$ cat src/rtl/route_pkg.sv
// Shared constants, entry layout and enums for the route-table loader.
package route_pkg;

  localparam int ENTRY_WIDTH = 256;
  localparam int WORD_WIDTH  = 32;
  localparam int WPE         = ENTRY_WIDTH / WORD_WIDTH;
  localparam int WIDX_W      = $clog2(WPE);
  localparam int ADDR_W      = 6;
  localparam int CNT_W       = 7;
  localparam logic [15:0] HDR_MAGIC = 16'hA55A;

  // Field offsets inside one fpga_dest_entry_t
  localparam int DST_IP_LSB        = 0;
  localparam int DST_IP_W          = 32;
  localparam int VALID_BIT         = 32;
  localparam int DIRECT_HOST_BIT   = 40;
  localparam int BROADCAST_BIT     = 48;
  localparam int DEFAULT_ROUTE_BIT = 56;

  typedef logic [ENTRY_WIDTH-1:0] fpga_dest_entry_t;

  typedef enum logic [1:0] {
    ERR_NONE         = 2'd0,
    ERR_BAD_HEADER   = 2'd1,
    ERR_EARLY_LAST   = 2'd2,
    ERR_MISSING_LAST = 2'd3
  } err_code_e;

  typedef enum logic [2:0] {
    ST_IDLE,
    ST_HEADER,
    ST_COLLECT,
    ST_WRITE,
    ST_CLEAR,
    ST_DONE,
    ST_DRAIN
  } state_e;

endpackage

$ cat src/rtl/route_table_loader_assembler.sv
// Gathers WPE stream words (least-significant first) into one table entry.
module route_table_loader_assembler
  import route_pkg::*;
(
  input  logic                  clk,
  input  logic                  rst,
  input  logic                  clr,
  input  logic                  zero_out,
  input  logic                  word_wr,
  input  logic [WORD_WIDTH-1:0] word_in,
  output fpga_dest_entry_t      entry_data,
  output logic [WIDX_W-1:0]     word_idx,
  output logic                  full
);

  logic [ENTRY_WIDTH-WORD_WIDTH-1:0] asm_q;
  fpga_dest_entry_t                  entry_q;

  assign full       = (word_idx == WIDX_W'(WPE - 1));
  assign entry_data = entry_q;

  // The final word goes straight into the output register, so the entry
  // presented to the table only changes when a complete entry is ready.
  always_ff @(posedge clk) begin
    if (rst) begin
      asm_q    <= '0;
      entry_q  <= '0;
      word_idx <= '0;
    end else begin
      if (clr) begin
        word_idx <= '0;
      end else if (word_wr) begin
        word_idx <= word_idx + WIDX_W'(1);
        if (full) begin
          entry_q <= {word_in, asm_q};
        end else begin
          asm_q[word_idx*WORD_WIDTH +: WORD_WIDTH] <= word_in;
        end
      end
      if (zero_out) begin
        entry_q <= '0;
      end
    end
  end

endmodule

$ cat src/rtl/route_table_loader.sv
// Streams a header plus N entries into the route searcher table, then clears the rest.
module route_table_loader
  import route_pkg::*;
#(
  parameter int MAX_ENTRIES = 64
) (
  input  logic                   clk,
  input  logic                   rst,
  input  logic                   start,
  input  logic [WORD_WIDTH-1:0]  s_data,
  input  logic                   s_valid,
  input  logic                   s_last,
  output logic                   s_ready,
  output logic                   init_mode,
  output logic [ENTRY_WIDTH-1:0] init_entry_data,
  output logic [ADDR_W-1:0]      init_entry_addr,
  output logic                   init_entry_wr,
  output logic                   busy,
  output logic                   done,
  output logic                   error,
  output logic [1:0]             err_code,
  output logic [CNT_W-1:0]       entries_loaded
);

  localparam logic [CNT_W-1:0] MAX_N     = CNT_W'(MAX_ENTRIES);
  localparam logic [CNT_W-1:0] LAST_ADDR = CNT_W'(MAX_ENTRIES - 1);

  state_e            state, state_d;
  err_code_e         err_q, err_d;
  logic [CNT_W-1:0]  n_q, entry_idx, loaded_q, hdr_n;
  logic [WIDX_W-1:0] word_idx;
  logic              word_full, accept, hdr_ok, final_entry;
  logic              asm_clr, asm_zero, asm_wr;

  assign accept      = s_valid && s_ready;
  assign hdr_n       = s_data[CNT_W-1:0];
  assign hdr_ok      = (s_data[31:16] == HDR_MAGIC) && (hdr_n != '0) && (hdr_n <= MAX_N);
  assign final_entry = (entry_idx == n_q - CNT_W'(1));
  assign asm_wr      = (state == ST_COLLECT) && s_valid;

  route_table_loader_assembler u_asm (
    .clk       (clk),
    .rst       (rst),
    .clr       (asm_clr),
    .zero_out  (asm_zero),
    .word_wr   (asm_wr),
    .word_in   (s_data),
    .entry_data(init_entry_data),
    .word_idx  (word_idx),
    .full      (word_full)
  );

  always_comb begin
    state_d  = state;
    err_d    = err_q;
    asm_clr  = 1'b0;
    asm_zero = 1'b0;
    case (state)
      ST_IDLE: if (start) begin
        state_d = ST_HEADER;
        err_d   = ERR_NONE;
        asm_clr = 1'b1;
      end
      ST_HEADER: if (accept) begin
        if (hdr_ok && !s_last) begin
          state_d = ST_COLLECT;
        end else begin
          err_d   = ERR_BAD_HEADER;
          state_d = s_last ? ST_DONE : ST_DRAIN;
        end
      end
      ST_COLLECT: if (accept) begin
        if (!word_full) begin
          if (s_last) begin
            err_d   = ERR_EARLY_LAST;
            state_d = ST_DONE;
          end
        end else if (s_last && !final_entry) begin
          err_d   = ERR_EARLY_LAST;
          state_d = ST_DONE;
        end else begin
          // A complete final entry without s_last is still written, then drained
          if (!s_last && final_entry) err_d = ERR_MISSING_LAST;
          state_d = ST_WRITE;
        end
      end
      ST_WRITE: begin
        if (!final_entry) begin
          state_d = ST_COLLECT;
        end else if (err_q == ERR_MISSING_LAST) begin
          state_d = ST_DRAIN;
        end else if (n_q < MAX_N) begin
          state_d  = ST_CLEAR;
          asm_zero = 1'b1;
        end else begin
          state_d = ST_DONE;
        end
      end
      ST_CLEAR: if (entry_idx == LAST_ADDR) state_d = ST_DONE;
      ST_DRAIN: if (accept && s_last) state_d = ST_DONE;
      ST_DONE:  state_d = ST_IDLE;
      default:  state_d = ST_IDLE;
    endcase
  end

  always_ff @(posedge clk) begin
    if (rst) begin
      state     <= ST_IDLE;
      err_q     <= ERR_NONE;
      n_q       <= '0;
      entry_idx <= '0;
      loaded_q  <= '0;
    end else begin
      state <= state_d;
      err_q <= err_d;
      case (state)
        ST_IDLE: if (start) begin
          entry_idx <= '0;
          loaded_q  <= '0;
        end
        ST_HEADER: if (accept && hdr_ok && !s_last) begin
          n_q       <= hdr_n;
          entry_idx <= '0;
        end
        ST_WRITE: begin
          entry_idx <= entry_idx + CNT_W'(1);
          loaded_q  <= loaded_q + CNT_W'(1);
        end
        ST_CLEAR: if (entry_idx != LAST_ADDR) entry_idx <= entry_idx + CNT_W'(1);
        default: ;
      endcase
    end
  end

  assign s_ready         = (state == ST_HEADER) || (state == ST_COLLECT) || (state == ST_DRAIN);
  assign init_mode       = (state != ST_IDLE) && (state != ST_DONE);
  assign busy            = (state != ST_IDLE);
  assign done            = (state == ST_DONE);
  assign error           = done && (err_q != ERR_NONE);
  assign err_code        = err_q;
  assign init_entry_wr   = (state == ST_WRITE) || (state == ST_CLEAR);
  assign init_entry_addr = entry_idx[ADDR_W-1:0];
  assign entries_loaded  = loaded_q;

endmodule

$ cat config.mk
export PLATFORM = sky130hd
export DESIGN_NAME = route_table_loader
export DESIGN_NICKNAME = d
export VERILOG_FILES = /design/src/rtl/route_pkg.sv /design/src/rtl/route_table_loader_assembler.sv /design/src/rtl/route_table_loader.sv
export SDC_FILE = /design/constraint.sdc
export NUM_CORES = 1
export LEC_CHECK = 0
export BUFFER_PORTS_ARGS = -buffer_cell sky130_fd_sc_hd__buf_4
export CORE_AREA = 2 2 134 267
export CTS_CLUSTER_DIAMETER = 30
export CTS_CLUSTER_SIZE = 16
export DETAILED_ROUTE_END_ITERATION = 10
export DIE_AREA = 0 0 136 269
export PLACE_DENSITY = 0.94
export SETUP_SLACK_MARGIN = 0.4
export SLEW_MARGIN = 0
export SYNTH_ARGS = -nofsm -noshare
export SYNTH_HDL_FRONTEND = slang
export SYNTH_SLANG_ARGS = --single-unit
$ cat constraint.sdc
create_clock -name clk -period 8.3 [get_ports clk]
set_clock_uncertainty 0.1 [all_clocks]
set_input_delay 0.83 -clock clk [delete_from_list [all_inputs] [get_ports clk]]
set_output_delay 0.83 -clock clk [all_outputs]
set_load 0.02 [all_outputs]
After elaboration in Yosys (flattened, before gate mapping)
Index checks and enable logic that the tools add are counted.
Widths: inputs -> output; s select.
{"block": "word_totals", "wordCells": 110, "reg_bits": 509, "out_inout_bits": 277}
{"block": "classes", "n_reduce_logical": 33, "addsub": 5, "n_shift": 2, "n_bitwise": 2, "muxes": 35, "magnitude_cmp": 2, "n_eq_ne": 23}
{"operator": "$bwmux 224", "n": 1}
{"operator": "$shift 32x34->224 const A", "n": 1}
{"operator": "$shiftx 32x34->224", "n": 1}
{"operator": "$neg 8->34", "n": 1}
{"operator": "$mux 3", "n": 10}
{"operator": "$pmux 7 s4", "n": 1}
{"operator": "$mux 7", "n": 3}
{"operator": "$mux 2", "n": 10}
{"operator": "$pmux 3 s6", "n": 1}
{"operator": "$eq 16x16->1 const B", "n": 1}
{"operator": "$ne 2x2->1 const B", "n": 8}
{"operator": "$add 7x1->7 const B", "n": 2}
{"operator": "$pmux 7 s2", "n": 1}
{"operator": "$eq 3x3->1 const B", "n": 4}
{"operator": "$logic_and 1x1->1", "n": 12}
{"operator": "$eq 7x6->1 const B", "n": 1}
{"operator": "$eq 7x7->1", "n": 1}
{"operator": "$le 7x7->1 const B", "n": 1}
{"operator": "$lt 7x7->1 const B", "n": 1}
{"operator": "$mux 1", "n": 7}
{"operator": "$ne 7x6->1 const B", "n": 1}
{"operator": "$reduce_and 7->1", "n": 1}
{"operator": "$reduce_bool 7->1", "n": 1}
{"operator": "$sub 7x1->7 const B", "n": 1}
{"operator": "other kinds (19)", "n": 30}

Longest topological paths before layout
Gate-level depths: netlist of run 1.
{"block": "logic_depth", "ltp_word": 8, "mapped_depth": 16, "mapped_depth_nobuf": 13}

Hierarchy
From an unflattened synthesis of run 1, not the netlist that was laid out.
{"block": "hier_totals", "cells_unflattened": 2285, "area_unflattened_um2": 20161.8}
{"mod": "route_table_loader_assembler", "instances": 1, "cells_each": 2050, "seq_area_each_um2": 9669.3, "area_each_um2": 18332.6}
{"mod": "route_table_loader", "instances": 1, "cells_each": 235, "seq_area_each_um2": 520.5, "area_each_um2": 1829.3}

Worst setup path after synthesis of run 1
Ideal clock, no wire load.
{"block": "synth_path", "kind": "reg2reg", "from": "register n_q[0]", "to": "register err_q[1] (netlist: err_code[1])", "required_ns": 8.068, "setup_time_ns": 0.132, "setup_slack_ns": 5.032, "stages_incl_launch_ff": 16, "period_less_slack_ns": 3.268, "t_arrival_ns": 3.035, "cell_sequence": "dfxtp_1 -> inv_1 -> ha_1 -> clkbuf_1 -> o21ba_2 -> a221o_1 -> a211oi_1 -> o221a_1 -> buf_4 -> buf_4 -> inv_1 -> ha_1 -> and2_1 -> o21a_1 -> o41ai_1 -> a21oi_1"}
{"block": "synth_between", "elab_chain_len": 8, "word_cells_on_any_way": 11}
{"element": "start: declaration", "line_no": "route_table_loader.sv:30", "source": "logic [CNT_W-1:0] n_q, entry_idx, loaded_q, hdr_n;"}
{"element": "start signal: assignment", "line_no": "route_table_loader.sv:122", "source": "n_q <= hdr_n;"}
{"element": "$sub 7x1->7 *", "line_no": "route_table_loader.sv:38", "source": "assign final_entry = (entry_idx == n_q - CNT_W'(1));"}
{"element": "$eq 7x7->1 *", "line_no": "route_table_loader.sv:38"}
{"element": "$logic_not 1->1"}
{"element": "$logic_and 1x1->1", "line_no": "route_table_loader.sv:78", "source": "end else if (s_last && !final_entry) begin"}
{"element": "$mux 2", "line_no": "route_table_loader.sv:78"}
{"element": "$mux 2", "line_no": "route_table_loader.sv:73", "source": "if (!word_full) begin"}
{"element": "$mux 2", "line_no": "route_table_loader.sv:72", "source": "ST_COLLECT: if (accept) begin"}
{"element": "$pmux 2 s3", "line_no": "route_table_loader.sv:58", "source": "case (state)"}
{"element": "end signal: assignment", "line_no": "route_table_loader.sv:115", "source": "err_q <= err_d;"}
{"element": "end: declaration", "line_no": "route_table_loader.sv:29", "source": "err_code_e err_q, err_d;"}
Every way passes the cells marked *; elsewhere a longest branch is shown, timed or not. The select of a mux whose other input is x is not followed.
A chain may end at the register's enable or synchronous reset.

Final worst setup path of run 1
{"block": "layout_path", "from": "register n_q[0]", "to": "register err_q[0] (netlist: err_code[0])"}
The elaborated chain is that of the path after synthesis.

==> results of run 1 <==
[metal layers]
| layer | vias to the layer above | global-route usage [%] |
|---|---|---|
| met2 | 1306 | 54.1 |
| met1 | 9184 | 43.7 |
| met4 | 2 | 21.9 |
| met5 | - | 0 |
| li1 | 8646 | - |
| met3 | 272 | 8.50 |
[logic make-up (layout without fill, tap and decap cells)]
family                     Yosys count  count (layout)  synth area share, %
and+or+nand+nor                   1057            1057                 21.2
DFF                                509             509                 49.6
other                                0               1                    0
xor gates and xnor gates             8               8                0.341
muxes                               46              46                 2.26
buffers and inverters              298             424                 6.77
AOI/OAI and AO/OA                  516             516                 19.3
adders and majority gates            8               8                0.488
[per-stage QoR]
stage / hold WS (ns) / instance area [um2] / util [%]
after global routing: 0.369 / 23900 / 68.8
after detailed placement: 0.346 / 22300 / 64.4
final: 0.356 / 23900 / 68.8
after global placement: 0.339 / 22300 / 64.4
after floorplan: 0.332 / 20500 / -
after CTS: 0.356 / 23900 / 68.8
[registers in the layout (all words and copies together), names as in the netlist]
name,cells
entries_loaded,7
entry_idx,7
err_code,2
n_q,7
state,3
u_asm.asm_q,224
u_asm.entry_data,256
u_asm.word_idx,3
[layout make-up]
class                           count  area share [%]
Sequential cell                   509            42.7
Tap cell                          445            2.33
Inverter                           16           0.251
Clock buffer                       59            5.54
Clock inverter                     22           0.911
Multi-Input combinational cell   1635            37.7
Timing Repair Buffer              327            10.6
Antenna cell                        1          0.0105
[report_power, final]
part | switching [mW] | internal [mW] | leakage [nW]
clock | 0.994 | 1.19 | 0.754
combinational | 0.260 | 0.104 | 3.22
sequential | 0.0386 | 2.46 | 4.10
[cell usage in the layout, fill, tap and decap left out, drive strengths merged, types with 3 or more instances in the layout]
cell type and count:
xor2 4, buf 327, nand3 146, clkinvlp 4, and2 9, a31oi 4, a311oi 4, clkbuf 59
dfxtp 509, mux2i 43, a211oi 5, nor2b 7, clkinv 7, a21oi 202, a2111oi 3, nor3 11
nor2 61, nand3b 5, nand4 4, a221oi 256, o21a 3, inv 26, mux2 3, o21ai 15
nand2b 5, nand2 787, ha 8, xnor2 4, and3b 3
[cell usage after synthesis (4+ instances only)]
library cell	number	area share [%]
sky130_fd_sc_hd__buf_2	29	0.71
sky130_fd_sc_hd__nor2b_1	7	0.21
sky130_fd_sc_hd__ha_1	8	0.49
sky130_fd_sc_hd__nor3_1	10	0.24
sky130_fd_sc_hd__a211oi_1	5	0.18
sky130_fd_sc_hd__xnor2_1	4	0.17
sky130_fd_sc_hd__a311oi_1	4	0.17
sky130_fd_sc_hd__buf_4	8	0.29
sky130_fd_sc_hd__a221oi_1	216	9.2
sky130_fd_sc_hd__xor2_1	4	0.17
sky130_fd_sc_hd__nor2_1	61	1.1
sky130_fd_sc_hd__nand3_1	146	3.6
sky130_fd_sc_hd__a221oi_2	40	2.9
sky130_fd_sc_hd__a31oi_1	4	0.12
sky130_fd_sc_hd__mux2i_1	43	2.1
sky130_fd_sc_hd__inv_1	16	0.29
sky130_fd_sc_hd__nand2_1	787	14
sky130_fd_sc_hd__nand2b_1	5	0.15
sky130_fd_sc_hd__buf_6	23	1.3
sky130_fd_sc_hd__dfxtp_1	509	50
sky130_fd_sc_hd__clkbuf_1	214	3.9
sky130_fd_sc_hd__nand4_1	4	0.12
sky130_fd_sc_hd__a21oi_1	201	4.9
sky130_fd_sc_hd__buf_1	6	0.11
sky130_fd_sc_hd__o21ai_0	14	0.34
sky130_fd_sc_hd__nand3b_1	5	0.18
sky130_fd_sc_hd__and2_1	9	0.27
[worst max path at each step]
stage                               end  cells after the start           startpoint
6_report       err_code[0]$_SDFFE_PP0P_                     13  n_q[0]$_SDFFE_PP0P_
5_1_grt        err_code[0]$_SDFFE_PP0P_                     13  n_q[0]$_SDFFE_PP0P_
4_1_cts        err_code[1]$_SDFFE_PP0P_                     12  n_q[0]$_SDFFE_PP0P_
3_5_place_dp   err_code[1]$_SDFFE_PP0P_                     12  n_q[0]$_SDFFE_PP0P_
3_3_place_gp   err_code[1]$_SDFFE_PP0P_                     12  n_q[0]$_SDFFE_PP0P_
2_1_floorplan  err_code[1]$_SDFFE_PP0P_                     15  n_q[0]$_SDFFE_PP0P_
[worst max-delay path, delay by kind of cell (launching register included)]
family | cells | cell delay [ns]
AOI/OAI and AO/OA | 7 | 2.37
DFF | 1 | 0.45
and+or+nand+nor | 2 | 0.28
adders and majority gates | 2 | 0.60
buffers and inverters | 2 | 0.22
==> flow_results.org, run 1 <==
** Floorplan
- After floorplanning, the core was divided into between 90 and 100 placement rows.
- After floorplanning, the core was sized to cover ~35000 um2.
- Once the floorplan was initialized, standard cells occupied between 50% and 60% of the core.
- IO Count :: between 300 and 400
- The floorplan step defined a die boundary enclosing between 30000 and 40000 um2.
- The floorplan step set the die height to ~270 um.
- Die boundary width :: approximately 140 um

** Route
- Detailed-route vias per instance :: 6.44
- The routed design uses 7.23 mm of met3 wire.
- DRT met1 WL :: roughly 24 mm
- For this run, design rule violations remaining after detail routing come to 0.
- After detailed routing, the average wire length per cell comes to ~22 um.
- Antenna Violating Nets Remaining :: 0
- The detailed router placed around 19000 vias in this run.
- In this run the top signal layer used is met5.
- 1st-pass router iterations :: 6
- Starting DRC count in detailed routing :: 2663
- The final layout contains routed wiring with a total length of approximately 67 mm.
- Met2 Wirelength :: a little over 30 mm

** Yosys
- Mean instance size in the synthesized netlist :: about 8.4 um2
- Async set-reset flop share out of synthesis :: 0%
- Post-Synthesis Cells :: roughly 2400
- Netlist area before placement :: approximately 20000 um2
- After synthesis the netlist holds a flip-flop and latch count of about 500.
- Post-synthesis net count :: approximately 2500
- Synth Flop Type :: sky130_fd_sc_hd__dfxtp_1
- Number of enable flip-flop cells after synthesis :: 0
- The netlist uses 71 different library cells.
- The share of the Yosys chip area taken by registers is about 50%.
- For this run, the number of Yosys warnings is 0.

** STA
- Worst Setup Slack, final :: 4.17 ns
- The total count of max-transition violations in the final report came to 0.
- At the pin with the least slew margin, the transition time is approximately 1.3 ns.
- Max Clk Rate :: between 200 and 250 MHz
- Setup repair after global routing missed its margin :: no
- Total Negative Setup Slacks :: 0 ns
- The number of endpoints with negative hold slack in the final report is 0.
- The final critical path takes up about 50% of the cycle.
- Fin crit period :: approximately 4.1 ns
- Max_slew headroom :: 12.6%
- # setup viols final :: 0

** Critical path
- The worst setup path is launched from a register.
- Of all nets on the critical path, the largest fanout is 74.
- Cell with the largest stage delay on the worst path :: sky130_fd_sc_hd__o221a_4
- Critical Path Max Stage Delay :: approximately 0.91 ns
- The worst register-to-register path ends at err_code[0]$_SDFFE_PP0P_.
- Launch instance of the worst register-to-register path :: n_q[0]$_SDFFE_PP0P_
- Data on the critical path is required at its endpoint by just under 9 ns.
- Counting cells, the worst reg-to-reg path comes to 13.
- For the worst setup path, the data arrival time is between 4 and 5 ns.
- Worst setup path class :: reg -> reg
- Slack of the worst reg-to-reg path :: 4.17 ns
- CP Cell Sequence :: inv_1, ha_1, o21ba_2, a221o_1, a211oi_1, o221a_4, inv_1, ha_1, and2_1, o21a_1, nor3_1, o21ai_0, a211oi_1
- The worst setup path is captured at a register.

** Final layout
- In the final layout, flip-flops and latches occupy ~10000 um2.
- Layout cell share with drive strength beyond 1 :: 18.1%
- Leaving out filler cells and counting taps, the final layout contains around 3000.
- Final nets :: roughly 2600
- The multi-input combinational cells in the finished layout cover a total of 9010 um2.
- Compared with the post-synthesis result, the final layout area differs by 16.3%.
- The layout has between 2000 and 3000 filler cells.

** Global route
- Antenna violations before repair :: 1
- Global routing finished with a remaining overflow of 0.
- The first global-routing pass estimated ~100 mm of wire.
- Overall Global Routing Usage :: a little over a third
- Pin count of the biggest net entering global routing :: around 210
- The via count of the first global-routing pass was around 18000.

** CTS
- In this run the clock root is driven by a sky130_fd_sc_hd__clkbuf_16.
- Total setup buffers inserted after CTS :: 0
- # hold bufs at CTS :: 0
- Clock-pin slew of the registers on the worst-case setup and hold paths :: around 0.070 ns
- Clock insertion delay at the later pin of the skew report :: ~0.57 ns
- Sink Count :: between 500 and 600
- TritonCTS created 47 clock buffers.
- Post-cts sizing count :: 0
- TritonCTS built the clock tree.
- H-tree levels :: 2
- Clock tree buffer depth :: 3

** Placement
- Total placed cells including tap cells :: roughly 3000
- Routability-driven placement finished with a final weighted congestion of roughly 0.86.
- Half-perimeter wire length of the detailed placement result :: around 38 mm
- Pre-CTS worst setup slack :: around 4.2 ns
- Buffers added on ports :: roughly 310

** Power
- The worst-case IR drop observed on VDD is approximately 170 uV.
- After layout, the design draws a total of around 5 mW.
- Pwr Density :: ~210 nW/um2
- Leak Pwr :: roughly 8 nW

** Flow run
- The tool flagged a number of max-cap violations equal to 0.

** Min path
- Class of the tightest hold or removal check :: reg -> reg
- The worst hold path was traced through 2 stages.
- Startpoint of the most critical hold path :: u_asm.asm_q[208]$_SDFFE_PP0P_
- The worst hold path terminates at u_asm.asm_q[208]$_SDFFE_PP0P_.

** Run status
- The flow ran to the end, and the final reports show no timing, DRC or antenna violations.
(Power assumes the default switching activity.)
==> inputs of run 2 (changes only) <==
--- a/config.mk
+++ b/config.mk
@@ -5,13 +5,14 @@
 export SDC_FILE = /design/constraint.sdc
 export NUM_CORES = 1
 export LEC_CHECK = 0
+export ABC_AREA = 1
 export BUFFER_PORTS_ARGS = -buffer_cell sky130_fd_sc_hd__buf_4
-export CORE_AREA = 2 2 134 267
+export CORE_AREA = 2 2 142 282
 export CTS_CLUSTER_DIAMETER = 30
 export CTS_CLUSTER_SIZE = 16
 export DETAILED_ROUTE_END_ITERATION = 10
-export DIE_AREA = 0 0 136 269
-export PLACE_DENSITY = 0.94
+export DIE_AREA = 0 0 144 284
+export PLACE_DENSITY = 0.86
 export SETUP_SLACK_MARGIN = 0.4
 export SLEW_MARGIN = 0
 export SYNTH_ARGS = -nofsm -noshare
==> constraint.sdc (replaced) <==
create_clock -name clk -period 3.6 [get_ports clk]
set_clock_uncertainty 0.1 [all_clocks]
set_input_delay 0.36 -clock clk [delete_from_list [all_inputs] [get_ports clk]]
set_output_delay 0.36 -clock clk [all_outputs]
set_load 0.02 [all_outputs]
==> flow_results.org, run 2 <==
** Route
- Detailed-route wire length :: around 65 mm
- Vias after detailed routing :: about 18000
- Detailed-route vias per instance :: around 5.7
- The pre-antenna-repair detailed-routing pass consisted of 7 iterations.
- Starting DRC count in detailed routing :: 1674
- The detail route stage leaves a number of antenna-violating nets equal to 0.
- Routed len/inst :: 20.1 um
- Drc violations :: 0

** Power
- Leak Pwr :: approximately 9.2 nW
- Pwr Density :: ~520 nW/um2
- Power dissipated by switching net loads :: approximately 3.2 mW
- Maximum vdd drop :: ~500 uV
- Combinational logic is responsible for approximately 8% of the overall power.
- Registers are responsible for 47.2% of the overall power.
- Clock Power Share :: approximately 45%
- Net switching is roughly a quarter of the power.
- Internal power comes to around 9.0 mW.

** STA
- Static timing analysis puts the maximum clock frequency at around 330 MHz.
- Total Negative Setup Slacks :: 0 ns
- After layout, the worst path uses a little under nine tenths of the clock period.
- Setup slack on the critical path of the routed design comes to approximately 0.53 ns.
- Max_slew headroom :: a little over a third
- At the pin with the least slew margin, the transition time is approximately 0.97 ns.
- Worst slack on hold paths :: roughly 0.012 ns
- Counting I/O delays and the setup requirement, the final critical path takes roughly 3.1 ns.
- Setup violations remaining at the end of the flow were counted as 0.
- The total count of max-transition violations in the final report came to 0.
- The number of endpoints with negative hold slack in the final report came to 0.
- Setup repair after global routing left no endpoint under its margin.

** Critical path
- Required time reported for the critical path endpoint :: slightly below 4 ns
- In this design, the stage delay of the slowest critical-path cell is approximately 0.56 ns.
- The number of buffers and inverters on the critical path is 6.
- The kind of cell with the highest combined delay along the critical path is buffers and inverters.
- Of all nets on the critical path, the largest fanout is 19.
- Cell with the largest stage delay on the worst path :: sky130_fd_sc_hd__dfxtp_2
- CP dominant cell by count :: sky130_fd_sc_hd__buf_4
- STA puts the critical path data arrival time at 3.40 ns.
- The worst setup path is captured at a register.
- Worst setup path class :: reg -> reg
- CP Cell Sequence :: clkinv_1, ha_1, ha_2, inv_1, nor2_2, buf_4, nand2_1, nor3_4, buf_4, clkinvlp_4, buf_4, nand2_1, a21oi_1
- STA classifies the critical path startpoint as a register.

** Global route
- In the global route stage, met3 resource usage came out at 4.93%.
- For met2 alone, demand over resource in global routing was between 50 and 60%.
- The global routing stage identified its most utilized layer as met2.
- Overall Global Routing Usage :: 30.9%
- The via count of the first global-routing pass was 17435.
- Pin count of the biggest net entering global routing :: approximately 170
- Wire length of the first global-routing pass :: slightly below 100 mm
- Global routing consumed, on the met1 layer, 31.6% of the routing resources.
- GRT Residual Overflow :: 0
- Antenna violations before repair :: 0

** Yosys
- Mean instance size in the synthesized netlist :: 7.81 um2
- Most used standard cell by instance count after synthesis :: sky130_fd_sc_hd__dfxtp_1
- Of all flip-flops after synthesis, the portion carrying an async set or reset was 0%.
- Fraction of the yosys area taken by sequential cells :: 52.3%
- Synth unique cells :: 38
- Of all cell types, the one taking the most synthesized area is sky130_fd_sc_hd__dfxtp_1.
- Synthesis produced 2494 cells.
- Yosys top cell area share :: between 50 and 60%
- By area the synthesized netlist is led by sky130_fd_sc_hd__dfxtp_1 (52%), sky130_fd_sc_hd__a21oi_1 (12%), sky130_fd_sc_hd__nand2_1 (5.9%), sky130_fd_sc_hd__nand3_1 (5.9%), sky130_fd_sc_hd__nor2_1 (5.4%).
- Flop and latch count out of synthesis :: approximately 510
- The Yosys step of the flow raised 0 warnings.
- Among all flip-flop cells after synthesis, the most frequent one is sky130_fd_sc_hd__dfxtp_1.
- Summing every instance area after synthesis gives 19500 um2.
- Number of enable flip-flop cells after synthesis :: 0
- Leading cell types by count after synthesis :: sky130_fd_sc_hd__dfxtp_1 (509), sky130_fd_sc_hd__a21oi_1 (470), sky130_fd_sc_hd__nand2_1 (308)
- Post-synthesis net count :: roughly 2500

** Floorplan
- Measured along the y axis, the die boundary spans between 200 and 300 um.
- Starting density of the core :: approximately half
- # rows :: just over 100
- The floorplan step defined a die boundary enclosing roughly 41000 um2.
- Die boundary width :: roughly 140 um
- IO Count :: roughly 310
- The region available for standard cell placement spans about 39000 um2.

** CTS
- The number of clock buffers added by TritonCTS is 51.
- H-tree levels :: 2
- CTS placed an instance of sky130_fd_sc_hd__clkbuf_16 at the clock tree root.
- Clock latency on the worst-skew pair, taken at its later pin, is 0.58 ns.
- Sink Count :: 509
- TritonCTS clock tree :: done
- After clock tree synthesis, the clock-pin slew on the worst setup and hold paths is roughly 0.070 ns.
- The longest clock path from root to sink contains 3 buffers.

** Flow run
- MaxCap Viol Count :: 0

** Min path
- Class of the tightest hold or removal check :: in -> reg

** Placement
- Weighted congestion reported at the end of routability-driven placement :: 0.969
- Buffers added on ports :: around 310
- Half-perimeter wire length of the detailed placement result :: roughly 45 mm
- Total placed instance area :: around 22000 um2
- Pre-CTS worst setup slack :: ~0.42 ns

** Final layout
- Area added between synthesis and finish :: 21.5%
- The repair_antennas step left the layout with diodes totalling 0.
- Across the whole layout, storage elements account for a little over 10000 um2.
- In the layout the commonest cells are sky130_fd_sc_hd__dfxtp_1 (508), sky130_fd_sc_hd__a21oi_1 (470), sky130_fd_sc_hd__buf_4 (335).
- Max reg flops :: 256
- Final nets :: 2740
- The library cell used most frequently in the layout, excluding fill and tap cells, is sky130_fd_sc_hd__dfxtp_1.
- Number of fillers in the final layout :: around 3300
- With fillers left out, the area of the finished cells amounts to between 20000 and 25000 um2.
- Layout cell share with drive strength beyond 1 :: between 15 and 20%
- Summing all multi-input logic gate instances after layout gives just under 8000 um2.

** Run status
- The run finished with clean final reports.
==> run 2: cells by family after synthesis <==
family	Yosys count	share of synthesized area (%)
XOR/XNOR	8	0.360
AND/OR/NAND/NOR	919	20.3
AO/OA/AOI/OAI	686	18.2
buffers and inverters	364	8.30
adder cells (fa/ha/maj)	8	0.514
flip-flops	509	52.3
==> run 2: timing repair <==
action | 4_1_cts | 5_1_grt
hold endpoints to repair | 5 | 1
cloned | 0 | 1
setup endpoints to repair | 1 | 132
gates resized for setup | 0 | 8
pin swaps | 0 | 1
buffers inserted | 0 | 4
hold buffers | 5 | 1
==> run 2: layer usage <==
| metal | wire length (um) | share of wire [%] | vias up |
|---|---|---|---|
| met2 | 33200 | 51 | 870 |
| li1 | - | - | 8723 |
| met3 | 4200 | 6.4 | 260 |
| met1 | 21600 | 33 | 8553 |
| met5 | 0 | 0 | - |
| met4 | 6330 | 9.7 | 0 |
==> run 2: layout make-up <==
cell class	count	area share (%)
inverters	161	2.61
repair buffers	350	11.6
clock inverters	30	1.48
multi-input cells	1621	32.6
repair inverters	1	0.0317
well taps	520	2.75
clock buffers	61	5.90
flip-flops and latches	509	43.1
==> run 2: through the flow <==
stage	utilization, %	total power, mW	std cells
floorplan	-	6.48	2494
global placement	56.4	6.80	3151
detailed placement	56.4	6.81	3151
CTS	61.0	12.2	3247
global route	61.2	12.5	3253
finish	61.2	12.2	3253
==> run 2: worst paths after layout <==
check / start / end / slack (ns) / cells past startpoint
setup / recovery: u_asm.word_idx[0]$_SDFFE_PP0P_ / u_asm.asm_q[127]$_SDFFE_PP0P_ / 0.53 / 13
hold / removal: s_data[10] / u_asm.asm_q[106]$_SDFFE_PP0P_ / 0.01 / 3
setup reg to reg: u_asm.word_idx[0]$_SDFFE_PP0P_ / u_asm.asm_q[127]$_SDFFE_PP0P_ / 0.53 / 13
hold reg to reg: u_asm.asm_q[68]$_SDFFE_PP0P_ / u_asm.asm_q[68]$_SDFFE_PP0P_ / 0.36 / 2
==> run 2: power by group through the flow <==
stage	registers, mW	logic, mW	clock network (mW)
after floorplan	5.86	0.617	0
after global placement	5.88	0.920	0
after detailed placement	5.88	0.934	0
after CTS	5.75	0.947	5.50
after global routing	5.76	1.03	5.72
final	5.75	0.966	5.47
==> run 2: worst reg2reg max path, stage by stage (launching register included) <==
cell and delay, ns:
sky130_fd_sc_hd__dfxtp_2 0.56, sky130_fd_sc_hd__clkinv_1 0.16, sky130_fd_sc_hd__ha_1 0.23, sky130_fd_sc_hd__ha_2 0.33, sky130_fd_sc_hd__inv_1 0.08, sky130_fd_sc_hd__nor2_2 0.10
sky130_fd_sc_hd__buf_4 0.21, sky130_fd_sc_hd__nand2_1 0.26, sky130_fd_sc_hd__nor3_4 0.26, sky130_fd_sc_hd__buf_4 0.17, sky130_fd_sc_hd__clkinvlp_4 0.07, sky130_fd_sc_hd__buf_4 0.20
sky130_fd_sc_hd__nand2_1 0.10, sky130_fd_sc_hd__a21oi_1 0.08
